$ cat src/rtl/pipe_ctrl_pkg.sv
// Shared types for the pipeline hazard controller: FSM states, forwarding selects
// and the NOP encoding that the pipeline registers load on flush/bubble.
package pipe_ctrl_pkg;

  typedef enum logic [2:0] {
    ST_RUN      = 3'd0,
    ST_LDSTALL  = 3'd1,
    ST_RAWSTALL = 3'd2,
    ST_MEMWAIT  = 3'd3,
    ST_FLUSH    = 3'd4
  } ctrl_state_t;

  typedef enum logic [1:0] {
    FWD_RF    = 2'b00,
    FWD_EXMEM = 2'b01,
    FWD_MEMWB = 2'b10
  } fwd_sel_t;

  // addi x0, x0, 0
  localparam logic [31:0] NOP_INSTR = 32'h0000_0013;

  // The youngest producer wins: EX/MEM holds the newer value than MEM/WB.
  function automatic fwd_sel_t fwd_pick(input logic hit_ex, input logic hit_mem);
    fwd_sel_t sel;
    if (hit_ex) begin
      sel = FWD_EXMEM;
    end else if (hit_mem) begin
      sel = FWD_MEMWB;
    end else begin
      sel = FWD_RF;
    end
    return sel;
  endfunction

endpackage

$ cat src/rtl/hazard_cmp.sv
// Per-source dependency compare against the producers in EX and MEM.
// The WB producer is never compared: the register file writes in the first half cycle.
module hazard_cmp #(
  parameter int REG_ADDR_W = 5,
  parameter bit R0_ZERO    = 1'b1
) (
  input  logic [REG_ADDR_W-1:0] rs,
  input  logic                  use_rs,
  input  logic [REG_ADDR_W-1:0] ex_rd,
  input  logic                  ex_wren,
  input  logic [REG_ADDR_W-1:0] mem_rd,
  input  logic                  mem_wren,
  output logic                  hit_ex,
  output logic                  hit_mem
);

  logic zero_src_s;

  assign zero_src_s = R0_ZERO && (rs == {REG_ADDR_W{1'b0}});
  assign hit_ex     = use_rs && ex_wren  && (rs == ex_rd)  && !zero_src_s;
  assign hit_mem    = use_rs && mem_wren && (rs == mem_rd) && !zero_src_s;

endmodule

$ cat src/rtl/pipeline_hazard_ctrl.sv
// Stall/flush/freeze sequencer and forwarding-select register for the 5-stage pipeline.
// Optional feature macro: PIPE_FWD_EN (operand forwarding; otherwise RAW hazards stall).
module pipeline_hazard_ctrl
  import pipe_ctrl_pkg::*;
#(
  parameter int REG_ADDR_W   = 5,
  parameter int FLUSH_CYCLES = 2,
  parameter bit R0_ZERO      = 1'b1
) (
  input  logic                  clk,
  input  logic                  rst_n,
  input  logic [REG_ADDR_W-1:0] id_rs1,
  input  logic [REG_ADDR_W-1:0] id_rs2,
  input  logic                  id_use_rs1,
  input  logic                  id_use_rs2,
  input  logic [REG_ADDR_W-1:0] ex_rd,
  input  logic                  ex_wren,
  input  logic                  ex_memread,
  input  logic [REG_ADDR_W-1:0] mem_rd,
  input  logic                  mem_wren,
  input  logic                  ex_branch_taken,
  input  logic                  mem_req,
  input  logic                  mem_ack,
  output logic                  stall_pc,
  output logic                  stall_ifid,
  output logic                  flush_ifid,
  output logic                  bubble_idex,
  output logic                  freeze_back,
  output logic [1:0]            fwd_a,
  output logic [1:0]            fwd_b
);

  localparam logic [2:0] FLUSH_LOAD = 3'(FLUSH_CYCLES - 1);

  logic        hit_ex_a_s, hit_mem_a_s, hit_ex_b_s, hit_mem_b_s;
  logic        hit_ex_s, ld_use_s, mem_wait_s, stall_hit_s;
  ctrl_state_t state_r, state_nxt_s;
  logic [2:0]  flush_cnt_r, flush_cnt_nxt_s;
  logic        branch_pend_r, branch_pend_nxt_s;
  logic        nxt_stall_s, nxt_flush_s, nxt_bubble_s, nxt_freeze_s;
  logic        stall_pc_r, stall_ifid_r, flush_ifid_r, bubble_idex_r, freeze_back_r;

  hazard_cmp #(.REG_ADDR_W(REG_ADDR_W), .R0_ZERO(R0_ZERO)) u_cmp_rs1 (
    .rs(id_rs1), .use_rs(id_use_rs1), .ex_rd(ex_rd), .ex_wren(ex_wren),
    .mem_rd(mem_rd), .mem_wren(mem_wren), .hit_ex(hit_ex_a_s), .hit_mem(hit_mem_a_s)
  );

  hazard_cmp #(.REG_ADDR_W(REG_ADDR_W), .R0_ZERO(R0_ZERO)) u_cmp_rs2 (
    .rs(id_rs2), .use_rs(id_use_rs2), .ex_rd(ex_rd), .ex_wren(ex_wren),
    .mem_rd(mem_rd), .mem_wren(mem_wren), .hit_ex(hit_ex_b_s), .hit_mem(hit_mem_b_s)
  );

  assign hit_ex_s   = hit_ex_a_s | hit_ex_b_s;
  assign ld_use_s   = hit_ex_s & ex_memread;
  assign mem_wait_s = mem_req & ~mem_ack;

`ifdef PIPE_FWD_EN
  localparam ctrl_state_t HAZ_ST = ST_LDSTALL;
  assign stall_hit_s = ld_use_s;
`else
  localparam ctrl_state_t HAZ_ST = ST_RAWSTALL;
  // Load-use is a subset of hit_ex; every live producer stalls without forwarding.
  assign stall_hit_s = hit_ex_s | ld_use_s | hit_mem_a_s | hit_mem_b_s;
`endif

  // Next-state, flush counter and pending-branch logic; memory wait has top priority.
  always_comb begin
    state_nxt_s       = state_r;
    flush_cnt_nxt_s   = flush_cnt_r;
    branch_pend_nxt_s = branch_pend_r;
    case (state_r)
      ST_RUN, ST_RAWSTALL: begin
        if (mem_wait_s) begin
          state_nxt_s       = ST_MEMWAIT;
          branch_pend_nxt_s = ex_branch_taken;
        end else if (ex_branch_taken) begin
          state_nxt_s     = ST_FLUSH;
          flush_cnt_nxt_s = FLUSH_LOAD;
        end else if (stall_hit_s) begin
          state_nxt_s = HAZ_ST;
        end else begin
          state_nxt_s = ST_RUN;
        end
      end
      ST_LDSTALL: begin
        if (mem_wait_s) begin
          state_nxt_s       = ST_MEMWAIT;
          branch_pend_nxt_s = ex_branch_taken;
        end else if (ex_branch_taken) begin
          state_nxt_s     = ST_FLUSH;
          flush_cnt_nxt_s = FLUSH_LOAD;
        end else begin
          state_nxt_s = ST_RUN;
        end
      end
      ST_MEMWAIT: begin
        if (mem_ack) begin
          branch_pend_nxt_s = 1'b0;
          if (branch_pend_r || ex_branch_taken) begin
            state_nxt_s     = ST_FLUSH;
            flush_cnt_nxt_s = FLUSH_LOAD;
          end else begin
            state_nxt_s = ST_RUN;
          end
        end else begin
          branch_pend_nxt_s = branch_pend_r | ex_branch_taken;
        end
      end
      ST_FLUSH: begin
        // A memory wait mid-flush restarts the full flush once the access completes.
        if (mem_wait_s) begin
          state_nxt_s       = ST_MEMWAIT;
          branch_pend_nxt_s = 1'b1;
        end else if (flush_cnt_r == 3'd0) begin
          state_nxt_s = ST_RUN;
        end else begin
          flush_cnt_nxt_s = flush_cnt_r - 3'd1;
        end
      end
      default: begin
        state_nxt_s       = ST_RUN;
        flush_cnt_nxt_s   = 3'd0;
        branch_pend_nxt_s = 1'b0;
      end
    endcase
  end

  // Control decode of the upcoming state, registered alongside it.
  always_comb begin
    nxt_stall_s  = 1'b0;
    nxt_flush_s  = 1'b0;
    nxt_bubble_s = 1'b0;
    nxt_freeze_s = 1'b0;
    case (state_nxt_s)
      ST_MEMWAIT: begin
        nxt_stall_s  = 1'b1;
        nxt_freeze_s = 1'b1;
      end
      ST_FLUSH: begin
        nxt_flush_s  = 1'b1;
        nxt_bubble_s = 1'b1;
      end
      ST_LDSTALL, ST_RAWSTALL: begin
        nxt_stall_s  = 1'b1;
        nxt_bubble_s = 1'b1;
      end
      default: begin
        nxt_stall_s = 1'b0;
      end
    endcase
  end

  // State, counter and registered control outputs.
  always_ff @(posedge clk or negedge rst_n) begin
    if (!rst_n) begin
      state_r       <= ST_RUN;
      flush_cnt_r   <= 3'd0;
      branch_pend_r <= 1'b0;
      stall_pc_r    <= 1'b0;
      stall_ifid_r  <= 1'b0;
      flush_ifid_r  <= 1'b0;
      bubble_idex_r <= 1'b0;
      freeze_back_r <= 1'b0;
    end else begin
      state_r       <= state_nxt_s;
      flush_cnt_r   <= flush_cnt_nxt_s;
      branch_pend_r <= branch_pend_nxt_s;
      stall_pc_r    <= nxt_stall_s;
      stall_ifid_r  <= nxt_stall_s;
      flush_ifid_r  <= nxt_flush_s;
      bubble_idex_r <= nxt_bubble_s;
      freeze_back_r <= nxt_freeze_s;
    end
  end

  assign stall_pc    = stall_pc_r;
  assign stall_ifid  = stall_ifid_r;
  assign flush_ifid  = flush_ifid_r;
  assign bubble_idex = bubble_idex_r;
  assign freeze_back = freeze_back_r;

`ifdef PIPE_FWD_EN
  fwd_sel_t fwd_a_r, fwd_b_r;

  // Forwarding selects follow the instruction entering ID/EX; frozen back end holds them.
  always_ff @(posedge clk or negedge rst_n) begin
    if (!rst_n) begin
      fwd_a_r <= FWD_RF;
      fwd_b_r <= FWD_RF;
    end else if (nxt_freeze_s) begin
      fwd_a_r <= fwd_a_r;
      fwd_b_r <= fwd_b_r;
    end else if (nxt_bubble_s) begin
      fwd_a_r <= FWD_RF;
      fwd_b_r <= FWD_RF;
    end else begin
      fwd_a_r <= fwd_pick(hit_ex_a_s, hit_mem_a_s);
      fwd_b_r <= fwd_pick(hit_ex_b_s, hit_mem_b_s);
    end
  end

  assign fwd_a = fwd_a_r;
  assign fwd_b = fwd_b_r;
`else
  assign fwd_a = FWD_RF;
  assign fwd_b = FWD_RF;
`endif

endmodule

$ cat config.mk
export PLATFORM = sky130hd
export DESIGN_NAME = pipeline_hazard_ctrl
export DESIGN_NICKNAME = d
export VERILOG_FILES = /design/src/rtl/pipe_ctrl_pkg.sv /design/src/rtl/hazard_cmp.sv /design/src/rtl/pipeline_hazard_ctrl.sv
export SDC_FILE = /design/constraint.sdc
export NUM_CORES = 1
export LEC_CHECK = 0
export ABC_AREA = 1
export CAP_MARGIN = 20
export CELL_PAD_IN_SITES_DETAIL_PLACEMENT = 0
export CELL_PAD_IN_SITES_GLOBAL_PLACEMENT = 2
export CORE_ASPECT_RATIO = 0.8
export CORE_MARGIN = 8
export CORE_UTILIZATION = 20
export CTS_BUF_LIST = sky130_fd_sc_hd__clkbuf_2
export DETAILED_ROUTE_END_ITERATION = 7
export HOLD_SLACK_MARGIN = 0.15
export PLACE_DENSITY = 0.77
export SLEW_MARGIN = 20
export SYNTH_ARGS = -nofsm -noshare
export SYNTH_HDL_FRONTEND = slang
export SYNTH_HIERARCHICAL = 1
export SYNTH_SLANG_ARGS = --single-unit
$ cat constraint.sdc
create_clock -name clk -period 1.1 [get_ports clk]
set_input_delay 0.11 -clock clk [delete_from_list [all_inputs] [get_ports clk]]
set_output_delay 0.11 -clock clk [all_outputs]
set_load 0.02 [all_outputs]
### Word level (Yosys, flattened, before mapping)

Index checks and enable logic that the tools add are counted.

* order comparisons: 0
* bitwise gates (word level): 8
* divide/modulo/power cells: 0
* multiply operators: 0
* reductions and logical operators: 25
* shift operators: 0
* muxes and demuxes: 25
* equality and inequality tests: 20
* $add $sub $neg: 1

Operators with widths (count)
* 3-bit two-way mux: 14
* 5-bit == test: 4
* 3-bit by 2-bit == test with 1-bit output, second input constant: 4
* 1-bit logical AND: 12
* 2-bit != test, second input constant: 6
* 3-bit case mux with 4 select lines: 1
* 5-bit logical NOT: 2
* 3-bit case mux with 3 select lines: 1
* 3-bit OR reduction: 3
* 1-bit two-way mux: 7
* 3-bit by 1-bit == test with 1-bit output, second input constant: 2
* 3-bit == test, second input constant: 2
* 3-bit logical NOT: 2
* 6-bit AND reduction: 1
* 1-bit bitwise OR: 5
* 2-bit by 1-bit != test with 1-bit output, second input constant: 2
* 1-bit case mux with 3 select lines: 1
* 3-bit by 1-bit subtractor with 3-bit output, second input constant: 1
* 1-bit AND: 2
* 1-bit logical NOT: 2
* 2-bit two-way mux: 1
* 2-bit AND reduction: 1
* 2-bit OR reduction: 1
* 1-bit logical OR: 1
* 1-bit NOT: 1

* latch bits: 0
* input bits: 30
* RAM bits: 0
* memories: 0
* register bits: 11
* memory bits (read-only): 0

### Longest topological paths before layout

Gate-level depths: netlist (run 1).

* depth after elaboration: 15
* mapped depth: 14
* depth with buffers taken out: 14

### Cells and area by module

The synthesis (run 1) kept the hierarchy.

By module, submodules not included
* pipeline_hazard_ctrl: cells each 91, instances 1, seq. area each 275.3 um^2, area an instance 664.4 um^2
* hazard_cmp: cells each 62, instances 2, seq. area each 0.0 um^2, area an instance 237.7 um^2

### Worst setup path before layout (run 1)

Ideal clock, no wire load.

* path kind: register to register
* start: register flush_cnt_r[0]
* end: register bubble_idex_r, in the netlist bubble_idex
* cell stages (with the launch flop): 8
* period minus slack after synthesis: 1115 ps
* required time: 980 ps
* arrival time: 995 ps
* path slack: -15 ps
* path through: dfrtp_1 -> inv_1 -> ha_1 -> nand2_1 -> nand2_1 -> nand3_1 -> nand4_1 -> nand2_1

* longest elaborated chain between the ends: 7
* elaborated cells between the ends (all ways): 9

RTL lines
* start: declaration: RTL line pipeline_hazard_ctrl.sv:38 `logic [2:0] flush_cnt_r, flush_cnt_nxt_s;`
* start signal: assignment: RTL line pipeline_hazard_ctrl.sv:166 `flush_cnt_r <= flush_cnt_nxt_s;`
* 3-bit logical NOT (*): RTL line pipeline_hazard_ctrl.sv:114 `end else if (flush_cnt_r == 3'd0) begin`
* 3-bit two-way mux (*): RTL line pipeline_hazard_ctrl.sv:114
* 3-bit two-way mux (*): RTL line pipeline_hazard_ctrl.sv:111 `if (mem_wait_s) begin`
* 3-bit case mux with 4 select lines (*): RTL line pipeline_hazard_ctrl.sv:71 `case (state_r)`
* 3-bit by 1-bit == test with 1-bit output, or another cell as far along: RTL line pipeline_hazard_ctrl.sv:134 `case (state_nxt_s)`
* 3-bit OR reduction (no line) (*)
* 1-bit two-way mux (*): RTL line pipeline_hazard_ctrl.sv:134
* named net nxt_bubble_s: RTL line pipeline_hazard_ctrl.sv:40 `logic nxt_stall_s, nxt_flush_s, nxt_bubble_s, nxt_freeze_s;`
* end signal: assignment: RTL line pipeline_hazard_ctrl.sv:171 `bubble_idex_r <= nxt_bubble_s;`
* end: declaration: RTL line pipeline_hazard_ctrl.sv:41 `logic stall_pc_r, stall_ifid_r, flush_ifid_r, bubble_idex_r, freeze_back_r;`

The timed path passes the listed nets; every way through them passes the cells marked *.
A chain may end at the register's enable or synchronous reset.

### Worst setup path after layout (run 1)

Same ends and word-level chain as after synthesis.

==> results of run 1 <==
what timing repair did:
| action | CTS | global route |
|---|---|---|
| buffers inserted | 0 | 2 |
| hold buffers | 1 | 0 |
| endpoints found under the hold margin | 11 | 0 |
| pin swaps | 15 | 17 |
| gates resized for setup | 41 | 41 |
| endpoints found under the setup margin | 15 | 15 |
synth_stat cells (all sizes together):
master	number	area [um2]
dfrtp	11	275
a21oi	1	5.00
nor2	37	146
nand4	6	37.5
o21ai	4	23.8
nand2	96	380
nand3	4	25.0
buf	5	37.5
inv	48	180
conb	1	3.75
ha	2	25.0
layer usage:
metal | track usage | vias to the layer above | wire length, um
met2 | 0.117 | 21 | 1350
met3 | 0.0167 | 2 | 147
met4 | 0.0164 | 0 | 14
met5 | 0 | - | 0
met1 | 0.124 | 559 | 1900
li1 | - | 715 | -
tightest hold or removal path, delay by kind of cell, from the launching register on:
family | cells | cell delay [ns]
AO/OA/AOI/OAI | 1 | 0.08
AND/OR/NAND/NOR | 1 | 0.10
flip-flops | 1 | 0.36
per-stage QoR:
stage / cell area [um2] / hold WS (ns) / instances
finish: 1740 / 0.581 / 343
floorplan: 1160 / -0.186 / 218
detailed placement: 1640 / 0.421 / 336
global route: 1740 / 0.626 / 343
CTS: 1650 / 0.518 / 341
global placement: 1640 / 0.419 / 336
kinds of logic after synthesis:
group / Yosys count
fa+ha+maj: 2
compound gates: 5
other cells: 1
simple gates: 143
buf+inv: 53
flops: 11
power by group through the flow:
stage	registers, mW	clock network (mW)	logic [mW]
4_1_cts	0.682	0.238	1.30
5_1_grt	0.741	0.255	1.66
3_3_place_gp	0.690	0	1.35
2_1_floorplan	0.743	0	0.689
6_report	0.721	0.229	1.46
3_5_place_dp	0.682	0	1.34
registers in the layout, summed over array words and instances (netlist names):
signal / flops
flush_cnt_r: 3
state_r: 3
branch_pend_r: 1
bubble_idex: 1
flush_ifid: 1
freeze_back: 1
stall_ifid: 1
worst min-delay path by stage:
| stage | to | slack, ns | start |
|---|---|---|---|
| finish | branch_pend_r$_DFFE_PN0P_ | 0.58 | branch_pend_r$_DFFE_PN0P_ |
| global route | flush_cnt_r[2]$_DFFE_PN0P_ | 0.63 | flush_cnt_r[2]$_DFFE_PN0P_ |
| CTS | flush_cnt_r[1]$_DFFE_PN0P_ | 0.52 | flush_cnt_r[1]$_DFFE_PN0P_ |
| detailed placement | flush_cnt_r[1]$_DFFE_PN0P_ | 0.42 | rst_n |
| global placement | flush_cnt_r[1]$_DFFE_PN0P_ | 0.42 | rst_n |
| floorplan | branch_pend_r$_DFFE_PN0P_ | -0.19 | rst_n |
final cells by class:
class	count	area [um2]	share of cell area
clock inverter	1	5.00	0.00288
sequential	11	279	0.161
tap	78	97.6	0.0562
timing repair buffer	48	404	0.233
inverter	48	180	0.104
multi-input combinational	154	757	0.436
clock buffer	3	15.0	0.00864
placed cells by master, fill, tap and decap left out, types with 3 or more instances in the layout:
| cell type | n |
|---|---|
| clkdlybuf4s15_1 | 8 |
| nand4_1 | 6 |
| dfrtp_1 | 8 |
| inv_1 | 34 |
| nor2_2 | 6 |
| dlygate4sd2_1 | 17 |
| conb_1 | 4 |
| clkbuf_2 | 7 |
| buf_4 | 14 |
| inv_2 | 14 |
| nand2_1 | 86 |
| clkdlybuf4s50_1 | 4 |
| nor2_1 | 28 |
| nor2_4 | 3 |
| dfrtp_2 | 3 |
| nand2_2 | 7 |
| nand2_4 | 3 |
==> flow_summary.toml, run 1 <==
[run_status]
status = "complete, but fails checks"
violations = "setup timing"

[setup_path]
worst_ep_required_time_ns = 1.25
critPathLaunchType = "flop"
cp-end-kind = "flop"
crit_end = "bubble_idex$_DFF_PN0_"
critPathTopFamily = "simple AND/OR/NAND/NOR gates"
slowest_delay_ns = 0.41
crit_chain = "inv_2 > ha_4 > nand2_2 > nand2_2 > nand3_4 > nand4_1 > nand2_1"
crit_type = "reg2reg"
worstPathArrival_ns = 1.32
cp-startpoint = "flush_cnt_r[0]$_DFFE_PN0P_"
cp.depth = 7
slowest_stage = "dfrtp_1"
crit_top_cell = "nand2_2"
worstPathMaxFanout = 5
rr_worst_depth = 7
path_buf_inv = 1
regToRegEndpoint = "bubble_idex$_DFF_PN0_"
r2r_start = "flush_cnt_r[0]$_DFFE_PN0P_"
reg2reg_setup_slack_ns = -0.07

[power]
p_seq_frac = 0.299
power_frac_comb = 0.607
powerDensity_nw_per_um2 = 1390
p_sw_mw = 1.13
p_clk_frac = 0.095
switching_share = 0.468
total_power_mw = 2.41
p_int_mw = 1.29
p_leak_nw = 1.05
peakVddDrop_mv = 1.00

[synth]
synth_top_family_by_area = "simple AND/OR/NAND/NOR gates"
yosys.area_share.simple = 0.517
synthCells = 215
synth_area_um2 = 1140
synthMuxAreaShare = 0
avgSynthCellArea_um2 = 5.30
ys_seq_elements = 11
ys_warn_count = 6
synth-adder-area-share = 0.0220
synth.distinct_cells = 17
synth_compound_area_frac = 0.0252
ys_seq_area_frac = 0.241
synth_xor_area_frac = 0

[sta]
period_share = 1.06
fmaxAchievable_mhz = 856
fin_tns_setup_ns = -0.219
rsz0062_at_grt = "true"
finalHoldViolCount = 0
period_minus_slack_ns = 1.17
clock_skew_ns = 0.00711
report.final.slew_viol_count = 0
fin_ws_ns = -0.0678
setup_viol = 6

[worst_hold_path]
min_delay_path_depth = 2
hp-class = "reg2reg"

[die]
io_pins = 39
fp.dieW_um = 100
core_um2 = 5470
row_count = 24
die_area_um2 = 8390
initial_core_util = 0.209
die_h_um = 83.5

[cts]
cts_buffers = 3
clock-sinks = 11
htreeDepth = 1
clock_latency_ns = 0.26
clk_path_buf_depth = 2
clk_pin_slew_ns = 0.13
cts-root-buf = "clkbuf_2"
tritoncts = "built"

[detailed_routing]
vias = 1297
wirelength_um = 3410
drt_iter0_drc = 34
via_per_inst = 3.78
first_pass_iters = 4
ant_nets = 0
drc_errors = 0
wl_per_cell_um = 9.94

[run]
cap_violations = 0

[global_route]
antenna_found_initial = 0
grt.total_usage = 0.0829
grt_pass1_wl_um = 5870
grt_pass1_vias = 1263
grt_max_degree = 12
grt_overflow = 0

[final_layout]
fillers = 640
n_antenna_cell = 0
drive_gt1_frac = 0.242
post-route-util = 0.318
syn_to_final_growth_pct = 52.5
fin_nets = 298

[placed_design]
dpl.hpwl_um = 2800
io_buffers = 33
place_ws_ns = -0.567
place.gp.congestion = 0.710
No activity file was read; power rests on OpenSTA's default activity.
==> run 2, diff against run 1 <==
--- a/config.mk
+++ b/config.mk
@@ -13,6 +13,7 @@
 export CORE_MARGIN = 8
 export CORE_UTILIZATION = 20
 export CTS_BUF_LIST = sky130_fd_sc_hd__clkbuf_2
+export CTS_CLUSTER_SIZE = 8
 export DETAILED_ROUTE_END_ITERATION = 7
 export HOLD_SLACK_MARGIN = 0.15
 export PLACE_DENSITY = 0.77
==> results of run 2 <==
Same layout as run 1: the final DEF is identical, and so are final timing and power.
